==> config.mk <==
export PLATFORM = sky130hd
export DESIGN_NAME = mux_scan_sequencer
export DESIGN_NICKNAME = d
export VERILOG_FILES = /design/src/rtl/mux_scan_sequencer.sv
export SDC_FILE = /design/constraint.sdc
export NUM_CORES = 1
export LEC_CHECK = 0
export CORE_MARGIN = 8
export CORE_UTILIZATION = 50
export CTS_CLUSTER_SIZE = 24
export DETAILED_ROUTE_END_ITERATION = 10
export PLACE_DENSITY = 0.89
export SLEW_MARGIN = 20
export SYNTH_ARGS = -nofsm -noshare
export SYNTH_HDL_FRONTEND = slang
export SYNTH_SLANG_ARGS = --single-unit
==> constraint.sdc <==
create_clock -name clk -period 3.31 [get_ports clk]
set_input_delay 0.662 -clock clk [delete_from_list [all_inputs] [get_ports clk]]
set_output_delay 0.662 -clock clk [all_outputs]
set_load 0.1 [all_outputs]
==> src/rtl/mux_scan_sequencer.sv <==
`default_nettype none
// +--------------------------------------------------------------------------+
// | mux_scan_sequencer: steps a 4-way mux through every select, samples it.  |
// | Revision: 1.0                                                            |
// +--------------------------------------------------------------------------+
module mux_scan_sequencer #(
    parameter int IN_W          = 3,
    parameter int SEL_W         = 2,
    parameter int SETTLE_CYCLES = 2
) (
    input  logic                  clk,
    input  logic                  rst,
    input  logic                  start,
    input  logic [IN_W-1:0]       pattern,
    input  logic                  mux_out,
    output logic [IN_W-1:0]       mux_in,
    output logic [SEL_W-1:0]      mux_sel,
    output logic                  busy,
    output logic                  done,
    output logic [(2**SEL_W)-1:0] result,
    output logic                  result_valid
);

    localparam int N     = 2 ** SEL_W;
    localparam int CNT_W = (SETTLE_CYCLES > 1) ? $clog2(SETTLE_CYCLES) : 1;

    localparam logic [CNT_W-1:0] CNT_LAST = CNT_W'(SETTLE_CYCLES - 1);
    localparam logic [SEL_W-1:0] SEL_LAST = SEL_W'(N - 1);

    typedef enum logic [1:0] {
        ST_IDLE = 2'd0,
        ST_SCAN = 2'd1,
        ST_DONE = 2'd2
    } state_t;

    state_t           r_state;
    state_t           w_state_nxt;
    logic [CNT_W-1:0] r_cnt;
    logic [CNT_W-1:0] w_cnt_nxt;
    logic [IN_W-1:0]  r_mux_in;
    logic [IN_W-1:0]  w_mux_in_nxt;
    logic [SEL_W-1:0] r_mux_sel;
    logic [SEL_W-1:0] w_mux_sel_nxt;
    logic             r_busy;
    logic             w_busy_nxt;
    logic             r_done;
    logic             w_done_nxt;
    logic [N-1:0]     r_result;
    logic [N-1:0]     w_result_nxt;
    logic             r_result_valid;
    logic             w_result_valid_nxt;

    always_ff @(posedge clk or posedge rst) begin
        if (rst) begin
            r_state        <= ST_IDLE;
            r_cnt          <= '0;
            r_mux_in       <= '0;
            r_mux_sel      <= '0;
            r_busy         <= 1'b0;
            r_done         <= 1'b0;
            r_result       <= '0;
            r_result_valid <= 1'b0;
        end else begin
            r_state        <= w_state_nxt;
            r_cnt          <= w_cnt_nxt;
            r_mux_in       <= w_mux_in_nxt;
            r_mux_sel      <= w_mux_sel_nxt;
            r_busy         <= w_busy_nxt;
            r_done         <= w_done_nxt;
            r_result       <= w_result_nxt;
            r_result_valid <= w_result_valid_nxt;
        end
    end

    always_comb begin
        w_state_nxt        = r_state;
        w_cnt_nxt          = r_cnt;
        w_mux_in_nxt       = r_mux_in;
        w_mux_sel_nxt      = r_mux_sel;
        w_busy_nxt         = r_busy;
        w_done_nxt         = r_done;
        w_result_nxt       = r_result;
        w_result_valid_nxt = r_result_valid;

        case (r_state)
            ST_IDLE: begin
                if (start) begin
                    w_state_nxt        = ST_SCAN;
                    w_mux_in_nxt       = pattern;
                    w_mux_sel_nxt      = '0;
                    w_cnt_nxt          = '0;
                    w_result_nxt       = '0;
                    w_result_valid_nxt = 1'b0;
                    w_busy_nxt         = 1'b1;
                end
            end
            ST_SCAN: begin
                if (r_cnt != CNT_LAST) begin
                    w_cnt_nxt = r_cnt + CNT_W'(1);
                end else begin
                    // Only the last cycle of each hold is sampled, so settling glitches are ignored.
                    w_result_nxt[r_mux_sel] = mux_out;
                    if (r_mux_sel == SEL_LAST) begin
                        w_state_nxt        = ST_DONE;
                        w_busy_nxt         = 1'b0;
                        w_done_nxt         = 1'b1;
                        w_result_valid_nxt = 1'b1;
                    end else begin
                        w_mux_sel_nxt = r_mux_sel + SEL_W'(1);
                        w_cnt_nxt     = '0;
                    end
                end
            end
            ST_DONE: begin
                w_state_nxt = ST_IDLE;
                w_done_nxt  = 1'b0;
            end
            default: begin
                w_state_nxt = ST_IDLE;
            end
        endcase
    end

    assign mux_in       = r_mux_in;
    assign mux_sel      = r_mux_sel;
    assign busy         = r_busy;
    assign done         = r_done;
    assign result       = r_result;
    assign result_valid = r_result_valid;

endmodule
`default_nettype wire
Word-level counts from Yosys, hierarchy flattened
Cells that the tools add are included.
Widths: inputs -> output; s select.
{"block": "op_classes", "addsub": 2, "order_cmp": 2, "n_eq_ne": 7, "n_mux": 26, "n_reduce_logical": 11}
{"cell": "$mux 2", "count": 6}
{"cell": "$mux 1", "count": 9}
{"cell": "$reduce_and 3->1", "count": 3}
{"cell": "$mux 4", "count": 2}
{"cell": "$ne 2x2->1 const B", "count": 4}
{"cell": "$pmux 1 s2", "count": 4}
{"cell": "$pmux 2 s2", "count": 2}
{"cell": "$pmux 4 s2", "count": 1}
{"cell": "$reduce_and 4->1", "count": 2}
{"cell": "$bwmux 4", "count": 1}
{"cell": "$eq 2x2->1 const B", "count": 2}
{"cell": "$reduce_and 2->1", "count": 2}
{"cell": "$reduce_bool 2->1", "count": 2}
{"cell": "$lt 2x3->1 const B", "count": 1}
{"cell": "$add 2x1->2 const B", "count": 1}
{"cell": "$demux 1 s2", "count": 1}
{"cell": "$eq 2x1->1 const B", "count": 1}
{"cell": "$ge 2x1->1 const B", "count": 1}
{"cell": "$logic_not 2->1", "count": 1}
{"cell": "$add 1x1->1 const B", "count": 1}
{"cell": "$logic_and 1x1->1", "count": 1}
{"block": "word_totals", "regBits": 15, "input_bits": 7, "out_inout_bits": 12}

Depth between registers and ports, before layout
{"block": "depth", "word_depth": 7, "mapped_depth": 4}

Least setup slack after synthesis
No wires, ideal clock.
{"block": "synth_timing", "path_type": "register to register", "from": "reg r_mux_sel[1], in the netlist mux_sel[1]", "to": "reg r_mux_sel[0], in the netlist mux_sel[0]", "t_arrival_ps": 1824, "t_required_ps": 3188, "path_slack_ps": 1363, "path_stages_with_launch": 5, "path_buffers": 0, "period_less_slack_ps": 1947, "path_cell_list": "dfrtp_1 -> ha_1 -> nor3b_1 -> mux2_2 -> a22o_1"}
{"block": "synth_between", "elab_chain_len": 3}
{"item": "start, declared", "line": "42", "rtl": "logic [SEL_W-1:0] r_mux_sel;"}
{"item": "start signal, assigned", "line": "67", "rtl": "r_mux_sel <= w_mux_sel_nxt;"}
{"item": "$eq 2x2->1", "line": "103", "rtl": "if (r_mux_sel == SEL_LAST) begin"}
{"item": "$ne 2x2->1 (no line)"}
{"item": "$reduce_and 4->1 (no line)"}
No other way between the ends.
A chain may end at the register's enable or synchronous reset.

Worst setup path after layout
{"block": "layout_timing", "from": "reg r_mux_sel[0], in the netlist mux_sel[0]", "to": "out mux_sel[0]"}
{"item": "end, declared", "line": "17", "rtl": "output logic [SEL_W-1:0] mux_sel,"}
No word-level cell between the ends.

==> out/qor.yml <==
run_status:
  status: "finished, final reports clean"
placement:
  gp_congestion: 0.7721
  dpl_cell_area_um2: 908.4
  portBuffers: 18
  post-dp-hpwl_um: 1156
die:
  die_h_um: 54.62
  io_pins: 19
  die_w_um: 54.62
  die_area_mm2: 0.002983
  coreArea_mm2: 0.001454
  num_rows: 14
  start_util_pct: 51.29
setup_path:
  critPathLaunchType: "register"
  crit_chain: "buf_4"
  arrival_ns: 1.07
  critical_path_class: "reg2out"
  cp_top_family: "flip-flops"
  cp-end-kind: "output port"
  slowest_delay_ns: 0.45
  cpMaxStageDelayCell: "dfrtp_1"
  cp.required_ns: 2.65
  crit_buf_inv: 1
  worst-path-max-fanout: 6
synth:
  synth_seq_cells: 15
  ys.flop_type: "dfrtp_1"
  yosys.area.top_type: "dfrtp_1"
  synth.area.top_cells: "dfrtp_1, ha_1, mux2_1, o211ai_1, nand3_1"
  ys_warn_count: 0
  synth_top_area_share_pct: 50.34
  synthArstFlopShare_pct: 100.0
  synth_fp_nets: 80
  avgSynthCellArea_um2: 10.97
  yosysSeqAreaShare_pct: 50.34
  syn_area_um2: 745.7
  netlist_instances: 68
  synth_cell_types: 25
  synth-edff-count: 0
global_route:
  track_usage_pct: 11.50
  grt_pass1_wl_um: 2490
  grt_pass1_vias: 588
  grt_max_degree: 16
  overflow: 0
  grt_antenna_before_repair: 0
sta:
  rsz0062_at_grt: "no"
  period_share_pct: 52.23
  slew-limit-headroom_pct: 62.39
  max_freq_ghz: 0.5784
  tightest_slew_ns: 0.5636
  setup_viol: 0
  tns_ns: 0
  drv_slew: 0
  period_needed_ns: 1.729
  final_hold_viol_count: 0
  clock_skew_ns: 0.001118
drt:
  routed.top_layer: "met4"
  drtIter0Drc: 12
  wl_met2_um: 749
  dr.pass1.iters: 4
  vias_per_cell: 5.587
  wl_per_cell_um: 14.46
  wirelength_met1_um: 638
  route.detailed.drc: 0
  antenna_left: 0
  route.vias.total: 581
  wl_um: 1504
  wl_met3_um: 80
run:
  max_cap_viol_count: 0
worst_hold_path:
  hold_class: "reg2reg"
clock_tree:
  clockRootBuffer: "clkbuf_4"
  clockBufferDepth: 2
  hold_buffers: 0
  cts_tree: "done"
  clk_pin_slew_ns: 0.08
  numCtsBuffers: 3
  cts_max_level: 1
  clock_latency_ns: 0.28
  post-cts-setup-buffers: 0
  cts.sinks: 15
  ctsResizeCount: 0
final_layout:
  finalInstanceArea_um2: 934.6
  drive_above_1_share_pct: 19.32
  antenna_cells: 0
  areaGrowthSynthToFinish_pct: 25.34
  fillers: 113
  final_util_pct: 64.29
  layout.nets: 101
synthesized netlist by cell type, drive strengths merged, types with 2 or more instances:
| cell | count |
|---|---|
| inv | 5 |
| clkbuf | 2 |
| nor2 | 4 |
| o211ai | 4 |
| nand3b | 3 |
| mux2 | 4 |
| nor3b | 2 |
| ha | 5 |
| o21ai | 5 |
| nand3 | 5 |
| nand2 | 2 |
| dfrtp | 15 |
| o21bai | 2 |
| nand2b | 2 |
worst reg2reg max path, stage by stage, from the launching register on:
cell      delay (ns)
dfrtp_1         0.45
ha_1            0.29
nand2b_1        0.20
mux2_2          0.27
a22o_1          0.18
logic make-up after synthesis:
group           count (synthesis)  share of synthesized area (%)
flops                          15                          50.34
simple gates                   21                          16.78
buf+inv                         7                          3.524
mux                             5                          7.382
compound gates                 15                          13.59
fa+ha+maj                       5                          8.389
per-layer routing:
layer / global-route usage (%) / vias up
met5: 0 / -
met3: 1.902 / 4
met1: 12.38 / 278
li1: - / 285
met2: 19.62 / 14
met4: 8.607 / 0
path summary, 6_finish.rpt:
check	startpoint	endpoint	slack, ns	depth (start not counted)
hold reg to reg	mux_in[0]$_DFFE_PP0P_	mux_in[0]$_DFFE_PP0P_	0.49	1
setup / recovery	mux_sel[0]$_DFFE_PP0P_	mux_sel[0]	1.58	1
min in group asynchronous	rst	result[3]$_DFFE_PP0P_	0.73	2
setup reg to reg	mux_sel[0]$_DFFE_PP0P_	mux_sel[0]$_DFFE_PP0P_	1.81	4
hold / removal	mux_in[0]$_DFFE_PP0P_	mux_in[0]$_DFFE_PP0P_	0.49	1
max in group asynchronous	rst	result[2]$_DFFE_PP0P_	2.21	2
per-stage QoR:
step,setup WS [ns],hold slack [ns],std cells
2_1_floorplan,1.363,0.5460,68
3_3_place_gp,1.350,0.4711,100
3_5_place_dp,1.281,0.4782,100
4_1_cts,1.567,0.4979,104
5_1_grt,1.503,0.5154,104
6_report,1.581,0.4916,104
registers in the layout, indices dropped and copies added (netlist names):
| name | cells |
|---|---|
| result_valid | 1 |
| r_cnt | 1 |
| done | 1 |
| r_state | 2 |
| mux_sel | 2 |
| mux_in | 3 |
| result | 4 |
| busy | 1 |
cell type report:
cell class / instances / area [µm²] / share of cell area, %
inverters: 5 / 18.77 / 2.008
repair buffers: 18 / 150.1 / 16.06
well taps: 16 / 20.02 / 2.142
multi-input cells: 46 / 344.1 / 36.81
clock buffers: 4 / 26.28 / 2.811
flip-flops and latches: 15 / 375.4 / 40.16
placed cells by master (no fill, tap or decap), drive strengths merged, types with 2 or more instances in the layout:
master,synthesis,final
inv,5,5
o21bai,2,2
mux2,4,4
buf,0,12
clkdlybuf4s50,0,6
o21ai,5,5
nor3b,2,2
dfrtp,15,15
ha,5,5
nand2b,2,2
nand2,2,2
nor2,4,4
nand3b,3,3
nand3,5,5
clkbuf,2,4
o211ai,4,4
Power is left out: the tool's default activity adds up to more than one toggle a clock period on the data nets, which glitch-free logic cannot reach.
